<file path="config.mk">
export PLATFORM = sky130hd
export DESIGN_NAME = uart_rx_8n1
export DESIGN_NICKNAME = d
export VERILOG_FILES = /design/src/rtl/uart_rx_8n1.sv
export SDC_FILE = /design/constraint.sdc
export NUM_CORES = 1
export LEC_CHECK = 0
export CORE_UTILIZATION = 55
export CTS_BUF_LIST = sky130_fd_sc_hd__clkbuf_2
export CTS_CLUSTER_DIAMETER = 150
export DETAILED_ROUTE_END_ITERATION = 6
export PLACE_DENSITY_LB_ADDON = 0.2
export SLEW_MARGIN = 25
export SYNTH_ARGS = -nofsm -noshare
export SYNTH_HDL_FRONTEND = slang
export SYNTH_SLANG_ARGS = --single-unit
</file>
<file path="constraint.sdc">
create_clock -name clk -period 1.9 [get_ports clk]
set_input_delay 0.19 -clock clk [delete_from_list [all_inputs] [get_ports clk]]
set_output_delay 0.19 -clock clk [all_outputs]
set_load 0.005 [all_outputs]
</file>
<file path="src/rtl/uart_rx_8n1.sv">
// 8N1 UART receiver with 2-flop input synchroniser and start-bit realignment.
// Optional build macro UART_RX_MAJORITY_EN: 2-of-3 majority vote per data/stop bit.
module uart_rx_8n1 #(
    parameter int CLKS_PER_BIT = 16,
    parameter int CNT_W        = 8
) (
    input  logic       clk,
    input  logic       rst_n,
    input  logic       uart_rx,
    output logic [7:0] data,
    output logic       valid,
    output logic       busy,
    output logic       frame_err
);

    typedef enum logic [2:0] {
        IDLE,
        START,
        DATA,
        STOP,
        WAIT_HIGH
    } state_t;

    localparam logic [CNT_W-1:0] HALF = CNT_W'(CLKS_PER_BIT / 2 - 1);
    localparam logic [CNT_W-1:0] LAST = CNT_W'(CLKS_PER_BIT - 1);

    state_t           state, state_n;
    logic             rx_m, rx_s;
    logic [CNT_W-1:0] cnt, cnt_n;
    logic [2:0]       idx, idx_n;
    logic [7:0]       sh, sh_n;
    logic [7:0]       data_n;
    logic             valid_n, ferr_n;
    logic             bit_s;

    // Two-flop synchroniser; the line idles high so reset to 1.
    always_ff @(posedge clk or negedge rst_n) begin
        if (!rst_n) begin
            rx_m <= 1'b1;
            rx_s <= 1'b1;
        end else begin
            rx_m <= uart_rx;
            rx_s <= rx_m;
        end
    end

`ifdef UART_RX_MAJORITY_EN
    localparam logic [CNT_W-1:0] M3 = CNT_W'(CLKS_PER_BIT - 3);
    localparam logic [CNT_W-1:0] M2 = CNT_W'(CLKS_PER_BIT - 2);
    logic maj0, maj1;

    // Capture the two early votes late in each data/stop bit.
    always_ff @(posedge clk or negedge rst_n) begin
        if (!rst_n) begin
            maj0 <= 1'b0;
            maj1 <= 1'b0;
        end else if (state == DATA || state == STOP) begin
            if (cnt == M3) maj0 <= rx_s;
            if (cnt == M2) maj1 <= rx_s;
        end
    end

    assign bit_s = (maj0 & maj1) | (maj0 & rx_s) | (maj1 & rx_s);
`else
    assign bit_s = rx_s;
`endif

    // FSM state, counters, shift register and registered outputs.
    always_ff @(posedge clk or negedge rst_n) begin
        if (!rst_n) begin
            state     <= IDLE;
            cnt       <= '0;
            idx       <= '0;
            sh        <= '0;
            data      <= '0;
            valid     <= 1'b0;
            frame_err <= 1'b0;
        end else begin
            state     <= state_n;
            cnt       <= cnt_n;
            idx       <= idx_n;
            sh        <= sh_n;
            data      <= data_n;
            valid     <= valid_n;
            frame_err <= ferr_n;
        end
    end

    // Next-state logic; counter clears on every state change.
    always_comb begin
        state_n = state;
        cnt_n   = cnt + 1'b1;
        idx_n   = idx;
        sh_n    = sh;
        data_n  = data;
        valid_n = 1'b0;
        ferr_n  = 1'b0;
        unique case (state)
            IDLE: begin
                cnt_n = '0;
                if (!rx_s) state_n = START;
            end
            START: begin
                if (cnt == HALF) begin
                    cnt_n = '0;
                    if (!rx_s) begin
                        state_n = DATA;
                        idx_n   = '0;
                    end else begin
                        state_n = IDLE;
                    end
                end
            end
            DATA: begin
                if (cnt == LAST) begin
                    cnt_n = '0;
                    sh_n  = {bit_s, sh[7:1]};
                    if (idx == 3'd7) state_n = STOP;
                    else idx_n = idx + 3'd1;
                end
            end
            STOP: begin
                if (cnt == LAST) begin
                    cnt_n = '0;
                    if (bit_s) begin
                        data_n  = sh;
                        valid_n = 1'b1;
                        state_n = IDLE;
                    end else begin
                        ferr_n  = 1'b1;
                        state_n = WAIT_HIGH;
                    end
                end
            end
            WAIT_HIGH: begin
                cnt_n = '0;
                if (rx_s) state_n = IDLE;
            end
            default: begin
                cnt_n   = '0;
                state_n = IDLE;
            end
        endcase
    end

    assign busy = (state != IDLE);

endmodule
</file>
==> results.yml, run 1 <==
yosys:
  yosysMostFrequentCell: "dfrtp_1"
  synth_top_area_cell: "dfrtp_1"
  synth_common_cells: "32 x dfrtp_1, 15 x mux2_2, 11 x nor2_1"
  netlist_area_um2: 1440
  ys_seq_area_share_pct: 59.5
  yosys_warnings: 0
  ys_top_cells_by_area: "dfrtp_1 56%, mux2_2 12%, dfstp_2 3.7%"
  synth_edf_count: 0
  synth-async-reset-ratio_pct: 100
  ys.flop_type: "dfrtp_1"
  synth_cell_types: 29
  syn_nets: 120
  synth_top_area_share_pct: 55.8
  synth_area_per_cell_um2: 12.6
  synth-seq-cells: 34
  syn-instance-count: 114
critical_path:
  critPathMaxFanout: 4
  rrSetupSlack_ps: 140
  critPathCaptureType: "flip-flop"
  r2r_end: "idx[0]"
  critPathKind: "flip-flop to flip-flop"
  reg2reg_from: "cnt[5]"
  r2r_cells: 5
  crit_required_ps: 2140
  crit_arrival_ps: 1990
  critPathLaunchType: "flip-flop"
global_routing:
  grt_remaining_overflow: 0
  grt_max_degree: 35
  grt_pass1_wl_um: 4040
  grt_pass1_vias: 907
  track_usage_pct: 21.3
  antenna_found_initial: 0
sta:
  worst_slew_pin_slew_ps: 415
  fin_crit_ps: 1760
  relSlewSlack_pct: 72.4
  rsz0062_at_grt: "no"
  min_period_over_period_pct: 92.5
  hold_violations: 0
  fmaxAchievable_ghz: 0.569
  slew_viol_final: 0
  clock_skew_ps: 15.9
  finalSetupViolCount: 0
floorplan:
  rows: 18
  die_y_um: 53.1
  die-width_um: 53.1
  core_area_um2: 2480
  dieArea_um2: 2820
  pin_count: 14
  initial_utilization_pct: 57.9
clocking:
  cts.clk_slew.worst_paths_ps: 150
  clkLatencyLatePin_ps: 340
  htreeDepth: 2
  cts.sinks: 34
  cts.path.max_buffers: 2
  cts_tree: "built"
  cts-root-buf: "clkbuf_2"
  numCtsBuffers: 5
  ctsHoldBuffers: 0
finish:
  drive_gt1_share_pct: 27.7
  stdcell_count: 171
  design_area_um2: 1710
  nets: 146
  areaGrowthSynthToFinish_pct: 18.9
  n_antenna_cell: 0
min_path:
  hold_path.class: "input port to asynchronous set/reset pin"
power:
  p_per_area_nw_per_um2: 1030
  leakage_nw: 0.840
  finalPower_mw: 1.75
  irDropWorstVdd_uv: 903
placement:
  dp_hpwl_um: 1770
  placed_cells: 161
  post_dp_cell_area_um2: 1640
  io_buffer_count: 13
  place_congestion: 0.802
route:
  wirelength_um: 2410
  vias: 933
  vias_per_cell: 5.46
  drc: 0
  first_iter_violations: 7
  ant_nets: 0
  wl_per_cell_um: 14.1
  drtPass1Iterations: 3
status:
  status: "complete, no violations"
job:
  maxCapViolCount: 0
## report_power, final
group / total (mW) / leakage (nW) / switching [mW] / internal (mW)
clock network: 0.305 / 0.0304 / 0.214 / 0.0907
registers: 0.950 / 0.450 / 0.117 / 0.832
logic: 0.500 / 0.360 / 0.242 / 0.259
total: 1.75 / 0.840 / 0.573 / 1.18
## area by class of cell
cell class / instances / area (um^2)
Clock buffer: 6 / 30.0
Fill cell: 191 / 771
Timing Repair Buffer: 23 / 208
Multi-Input combinational cell: 73 / 554
Inverter: 3 / 11.3
Clock inverter: 2 / 8.76
Sequential cell: 34 / 857
Tap cell: 30 / 37.5
## kinds of logic (layout without fill, tap and decap cells)
logic type | count (synthesis) | in the layout | synth area share [%]
muxes | 17 | 17 | 13.2
and+or+nand+nor | 38 | 38 | 14.3
adders and majority gates | 3 | 3 | 2.62
xor gates and xnor gates | 7 | 7 | 4.27
AOI/OAI and AO/OA | 8 | 8 | 3.92
buffers and inverters | 7 | 34 | 2.27
DFF | 34 | 34 | 59.5
## per-stage QoR
step                utilization (%)  hold WS, ps  TNS, ps  worst slack [ps]
floorplan                         -         -106        0               183
global placement               66.3          350        0              69.6
detailed placement             66.3          349     -171             -30.3
CTS                            67.9          224        0              5.68
global route                   68.9          218        0              39.8
finish                         68.9          223        0               143
## how the worst max path moves through the flow
| stage | from | to | slack [ps] | cells past startpoint |
|---|---|---|---|---|
| after global placement | cnt[0] | data[6] | 70 | 5 |
| after global routing | cnt[0] | data[3] | 40 | 5 |
| after detailed placement | cnt[5] | data[0] | -30 | 4 |
| final | cnt[5] | idx[0] | 140 | 5 |
| after CTS | state[2] | busy | 6 | 2 |
| after floorplan | cnt[0] | data[0] | 180 | 6 |
## flip-flops by register name (all words and copies together) (netlist names)
register and count:
bit_s 1, frame_err 1, cnt 8, sh 8, valid 1, data 8, idx 3, state 3
rx_m 1
## layout by cell type, fill, tap and decap left out
cell and count:
a211oi_1 2, dfrtp_2 3, and2_1 1, nor2b_1 1, dlymetal6s2s_1 1, nor4_4 1
nand2_1 8, nand3_1 3, or3_1 2, inv_1 3, buf_4 10, dfstp_2 2
a311oi_1 1, xor2_1 3, clkbuf_2 6, a21oi_1 2, and4_1 2, clkinv_1 1
dfrtp_1 29, nor3_1 2, o32a_1 1, nor3b_1 1, ha_1 3, clkinv_2 1
nor2_1 11, o21ai_0 1, nand4_1 3, mux2_2 15, mux2i_1 2, and3_4 1
clkdlybuf4s50_1 12, xnor2_1 4, a21o_1 1, and3_1 2
## critical path, cell delays in order, from the launching register on
cell and delay [ps]:
dfrtp_1 470, nor4_4 330, buf_4 170, nand4_1 100
o32a_1 400, a21o_1 200
## layer usage
metal  share of wire, %  global-route usage [%]  vias up
met3                3.1                    6.03        5
met2                 54                    35.7       15
met4                1.4                    9.21        0
met1                 42                    25.2      466
met5                  0                       0        -
li1                   -                       -      447
## timing repair
item,in CTS,in global routing
resized for setup,1,5
buffers inserted,0,2
endpoints found under the setup margin,8,8
No activity file was read; power rests on OpenSTA's default activity.
==> run 2: changes to the inputs <==
CAP_MARGIN = 5   (was default)
SLEW_MARGIN = default   (was 25)
==> results of run 2 <==
Same layout as run 1: the final DEF is identical, and so are final timing and power.
